### src/rtl/mem_stage.sv
// Memory-access stage of the RV32I pipeline: one data-memory request per
// load/store, load alignment/extension, store strobes, and the MEM/WB register.
package core;
    typedef struct packed {
        logic        valid;
        logic [31:0] de_inst;
        logic [31:0] ex_result;
        logic [31:0] rs2_value;
    } ex_mem_t;

    typedef struct packed {
        logic        valid;
        logic [31:0] de_inst;
        logic [31:0] ex_result;
        logic [31:0] mem_result;
    } mem_wb_t;
endpackage

module mem_stage #(
    parameter int unsigned XLEN = 32
) (
    input  logic            clk,
    input  logic            rst,
    input  logic            en,
    input  core::ex_mem_t   ex_mem,
    output core::mem_wb_t   mem_wb,
    output logic            rdy,
    output logic            misalign,
    output logic            dmem_req_valid,
    input  logic            dmem_req_ready,
    output logic            dmem_req_we,
    output logic [XLEN-1:0] dmem_req_addr,
    output logic [XLEN-1:0] dmem_req_wdata,
    output logic [3:0]      dmem_req_wstrb,
    input  logic            dmem_rsp_valid,
    input  logic [XLEN-1:0] dmem_rsp_rdata
);

    localparam logic [6:0] OP_LOAD  = 7'b0000011;
    localparam logic [6:0] OP_STORE = 7'b0100011;

    localparam logic [1:0] S_IDLE = 2'd0;
    localparam logic [1:0] S_REQ  = 2'd1;
    localparam logic [1:0] S_WAIT = 2'd2;
    localparam logic [1:0] S_HELD = 2'd3;

    logic [1:0]      state;
    logic [1:0]      state_nxt;
    logic [6:0]      opcode;
    logic [2:0]      funct3;
    logic [1:0]      off;
    logic            is_load;
    logic            is_store;
    logic            bad_align;
    logic            mem_op;
    logic            bad_access;
    logic            pass;
    logic            complete;
    logic [XLEN-1:0] held_rdata;
    logic [XLEN-1:0] load_word;
    logic [XLEN-1:0] lane;
    logic [XLEN-1:0] load_result;

    assign opcode     = ex_mem.de_inst[6:0];
    assign funct3     = ex_mem.de_inst[14:12];
    assign off        = ex_mem.ex_result[1:0];
    assign is_load    = ex_mem.valid && (opcode == OP_LOAD);
    assign is_store   = ex_mem.valid && (opcode == OP_STORE);
    assign bad_align  = ((funct3[1:0] == 2'b01) && off[0]) ||
                        ((funct3[1:0] == 2'b10) && (off != 2'b00));
    assign mem_op     = (is_load || is_store) && !bad_align;
    assign bad_access = (is_load || is_store) && bad_align;

    assign pass     = en && (state == S_IDLE) && !mem_op;
    assign complete = en && (((state == S_WAIT) && dmem_rsp_valid) || (state == S_HELD));
    assign rdy      = pass || complete;

    // A request presented from REQ stays up regardless of en; upstream is stalled so ex_mem is stable.
    assign dmem_req_valid = ((state == S_IDLE) && mem_op && en) || (state == S_REQ);
    assign dmem_req_we    = is_store;
    assign dmem_req_addr  = {ex_mem.ex_result[XLEN-1:2], 2'b00};

    always_comb begin
        dmem_req_wdata = ex_mem.rs2_value;
        dmem_req_wstrb = '0;
        case (funct3)
            3'b000: begin
                dmem_req_wdata = {4{ex_mem.rs2_value[7:0]}};
                dmem_req_wstrb = 4'b0001 << off;
            end
            3'b001: begin
                dmem_req_wdata = {2{ex_mem.rs2_value[15:0]}};
                dmem_req_wstrb = 4'b0011 << off;
            end
            3'b010: dmem_req_wstrb = 4'b1111;
            default: dmem_req_wstrb = '0;
        endcase
        if (!is_store) begin
            dmem_req_wstrb = '0;
        end
    end

    assign load_word = (state == S_HELD) ? held_rdata : dmem_rsp_rdata;
    assign lane      = load_word >> {off, 3'b000};

    always_comb begin
        case (funct3)
            3'b000:  load_result = {{(XLEN-8){lane[7]}}, lane[7:0]};
            3'b001:  load_result = {{(XLEN-16){lane[15]}}, lane[15:0]};
            3'b010:  load_result = load_word;
            3'b100:  load_result = {{(XLEN-8){1'b0}}, lane[7:0]};
            3'b101:  load_result = {{(XLEN-16){1'b0}}, lane[15:0]};
            default: load_result = '0;
        endcase
    end

    always_comb begin
        state_nxt = state;
        case (state)
            S_IDLE: if (mem_op && en) state_nxt = dmem_req_ready ? S_WAIT : S_REQ;
            S_REQ:  if (dmem_req_ready) state_nxt = S_WAIT;
            S_WAIT: if (dmem_rsp_valid) state_nxt = en ? S_IDLE : S_HELD;
            S_HELD: if (en) state_nxt = S_IDLE;
            default: state_nxt = S_IDLE;
        endcase
    end

    always_ff @(posedge clk or negedge rst) begin
        if (!rst) begin
            state      <= S_IDLE;
            mem_wb     <= '0;
            misalign   <= 1'b0;
            held_rdata <= '0;
        end else begin
            state    <= state_nxt;
            misalign <= pass && bad_access;
            if ((state == S_WAIT) && dmem_rsp_valid && !en) begin
                held_rdata <= dmem_rsp_rdata;
            end
            if (complete) begin
                mem_wb <= '{valid: 1'b1, de_inst: ex_mem.de_inst, ex_result: ex_mem.ex_result,
                            mem_result: is_load ? load_result : '0};
            end else if (pass) begin
                mem_wb <= '{valid: ex_mem.valid, de_inst: ex_mem.de_inst,
                            ex_result: ex_mem.ex_result, mem_result: '0};
            end else if (en) begin
                mem_wb.valid <= 1'b0;
            end
        end
    end

endmodule

### config.mk
export PLATFORM = sky130hd
export DESIGN_NAME = mem_stage
export DESIGN_NICKNAME = d
export VERILOG_FILES = /design/src/rtl/mem_stage.sv
export SDC_FILE = /design/constraint.sdc
export NUM_CORES = 1
export LEC_CHECK = 0
export ABC_AREA = 1
export BUFFER_PORTS_ARGS = -buffer_cell sky130_fd_sc_hd__buf_2
export CAP_MARGIN = 30
export CORE_ASPECT_RATIO = 0.5
export CORE_MARGIN = 5
export CORE_UTILIZATION = 39
export DETAILED_ROUTE_END_ITERATION = 12
export PLACE_DENSITY = 0.68
export SLEW_MARGIN = 20
export SYNTH_ARGS = -nofsm -noshare
export SYNTH_HDL_FRONTEND = slang
export SYNTH_SLANG_ARGS = --single-unit
### constraint.sdc
create_clock -name clk -period 2.05 [get_ports clk]
set_input_delay 0.41 -clock clk [delete_from_list [all_inputs] [get_ports clk]]
set_output_delay 0.41 -clock clk [all_outputs]
set_load 0.05 [all_outputs]
==> results.cfg <==
[placement]
io_buffer_count = 300
dpl.hpwl_mm = 17.01
routabilityCongestion = 0.8781
placed_area_mm2 = 0.008790

[sta]
slew_headroom = 0.6212
grt_setup_unrepaired = yes
clock.fmax_ghz = 0.5062
skew_ns = 0.01129
slew_viol_final = 0
worst_pin_slew_ns = 0.5682
fin_hold_ws_ns = 0.1904
fin_crit_sh = 0.9637
period_minus_slack_ns = 1.976
setup-violations-final = 0
hold_viol = 0

[yosys]
synth_area_leader_cell = dfrtp_1
synthCells = 969
seq_area_frac_synth = 0.4628
yosysUniqueCellTypes = 29
ys_async_sr_fraction = 1.000
synth-edff-count = 0
synth_warnings = 0
synth_most_common_cell = nand2_1
syn_avg_cell_area_um2 = 7.365
synth_top_area_frac = 0.4628
synthTopCellsByArea = dfrtp_1 (46%), nand2_1 (23%), nand3_1 (6.2%)
synth_commonest_cells = nand2_1 (438), dfrtp_1 (132), nand3_1 (88), inv_1 (59), o21ai_0 (52)
syn_area_mm2 = 0.007137
synth-main-ff-cell = dfrtp_1
ys_ff_latch = 132

[clock_network]
clockRootBuffer = clkbuf_16
htreeDepth = 4
cts_sinks = 132
clk_pin_slew_ns = 0.06
cts_buffers = 17
tritoncts = built
clockBufferDepth = 2
clkLatencyLatePin_ns = 0.41

[finish]
nets = 1373
antennaDiodeCount = 0
drive_above_1_share = 0.3371
syn_to_final_growth_pct = 32.96
fin_area_mm2 = 0.009489
finish.utilization = 0.5221
nFillCells = 1741

[route]
drt-vias-per-instance = 4.794
ant_nets = 0
dr_total_vias = 7153
first_pass_iters = 5
drc_errors = 0
wirelength_mm = 22.38
routedWlPerCell_um = 15.00
drt_first_iter_violations = 581

[global_route]
antenna_found_initial = 1
grt_first_pass_wirelength_mm = 35.87
grt.overflow.total = 0
grt_use_total = 0.2059
first_global_vias = 7042
grt_max_degree = 52

[flow_run]
drv_cap = 0

[setup_path]
rrSetupSlack_ns = 0.13
crit_chain = inv_2 -> nand2_2 -> nor2_4 -> inv_2 -> o21ai_2 -> buf_6
cp-startpoint = state[0]
crit_path_max_fanout = 5
reg2reg_to = mem_wb[2]
worstPathArrival_ns = 1.57
worst_path_most_repeated_cell = inv_2
slowest_stage = dfrtp_2
crit_cells = 6
required_ns = 1.64
endpoint = dmem_req_valid
ff2ff_path_depth = 9
cpPeakStageDelay_ns = 0.44
end_kind = output pin
cpLargestDelayFamily = flip-flops
critPathLaunchType = flop
timing.rr.start = state[1]
worstSetupPathType = reg2out
cp.buffers_inverters = 3

[die]
initial_core_util = 0.3927
io-pin-count = 303
rows = 35
die_x_um = 201.3
die_h_um = 105.7
coreArea_mm2 = 0.01817
fp.dieArea_mm2 = 0.02127

[power_and_ir_drop]
power.leakage_uw = 0.005548
power_density_mw_per_mm2 = 1441
ir_drop_mv = 0.6442

[min_path]
hold_class = in2reg
hold_start = ex_mem[75]

[status]
status = finished, final reports clean
==> area by class of cell <==
type                            instances  area [µm²]  share of cell area
Tap cell                              240       300.3             0.03165
Inverter                               61       229.0             0.02413
Timing Repair Buffer                  336        1952              0.2057
Sequential cell                       132        3304              0.3482
Multi-Input combinational cell        691        3119              0.3287
Clock buffer                           18       439.2             0.04628
Clock inverter                         14       145.1             0.01530
==> flip-flops by register name, indices dropped and copies added (netlist names) <==
register,cells
misalign,1
mem_wb,97
held_rdata,32
state,2
==> cell usage in the layout (no fill, tap or decap), types with 3 or more instances in the layout <==
cell type	instances
buf_2	278
inv_6	6
nand2_1	437
o22ai_1	9
buf_6	6
mux2_2	22
inv_1	55
clkinv_4	3
buf_4	40
nor2_1	45
a21oi_1	8
buf_12	8
o21ai_0	35
nor2_4	6
a21oi_2	3
and2_1	3
o21ai_2	9
or2_2	3
o21ai_1	10
clkbuf_16	17
inv_2	6
clkbuf_4	3
dfrtp_1	131
nand3_1	88
==> worst reg2reg max path: stages, from the launching register on <==
cell	delay [ns]
dfrtp_1	0.41
buf_4	0.16
nand2_2	0.17
buf_12	0.20
o21ai_0	0.14
nand2_1	0.10
nand3_1	0.06
o21ai_0	0.44
nand2_1	0.10
nand2_1	0.09
==> per-layer routing <==
metal  up-vias  global-route usage  part of all wire
met2       283              0.3481              0.47
met5         -                   0           0.00031
met3        21             0.05195             0.085
met4         2             0.04581            0.0097
li1       3547                   -                 -
met1      3300              0.2693              0.43
==> how the worst min path moves through the flow <==
| stage | endpoint | slack, ns | depth (start not counted) |
|---|---|---|---|
| finish | mem_wb[75] | 0.19 | 3 |
| detailed placement | misalign | 0.44 | 1 |
| floorplan | held_rdata[0] | 0.11 | 0 |
| CTS | mem_wb[74] | 0.17 | 3 |
| global placement | misalign | 0.44 | 1 |
| global route | mem_wb[71] | 0.19 | 3 |
==> stage by stage <==
stage | total power [µW] | setup slack (ns) | cells | TNS (ns)
after floorplan | 8977 | -0.2551 | 970 | -2.239
after detailed placement | 10620 | 0.01493 | 1458 | 0
after CTS | 13710 | -0.04806 | 1491 | -0.04806
final | 13670 | 0.07436 | 1492 | 0
after global routing | 14500 | -0.02236 | 1492 | -0.06498
after global placement | 10510 | 0.08312 | 1458 | 0
==> repair_timing <==
action	in CTS	in global routing
setup endpoints to repair	2	21
gates resized for setup	6	48
hold buffers	1	0
endpoints found under the hold margin	1	0
pin swaps	0	1
buffers inserted	0	1
==> kinds of logic after synthesis <==
| logic type | count (synthesis) | synth area share |
|---|---|---|
| buffers and inverters | 147 | 0.1115 |
| and+or+nand+nor | 589 | 0.3313 |
| AOI/OAI and AO/OA | 78 | 0.05908 |
| other | 1 | 0.0005254 |
| muxes | 22 | 0.03471 |
| DFF | 132 | 0.4628 |
==> report_power, final <==
group          internal, µW  switching (µW)
Clock                  1740            1260
Combinational          1710            4880
Sequential             3580             500
Total                  7030            6640
(Power assumes the default switching activity.)
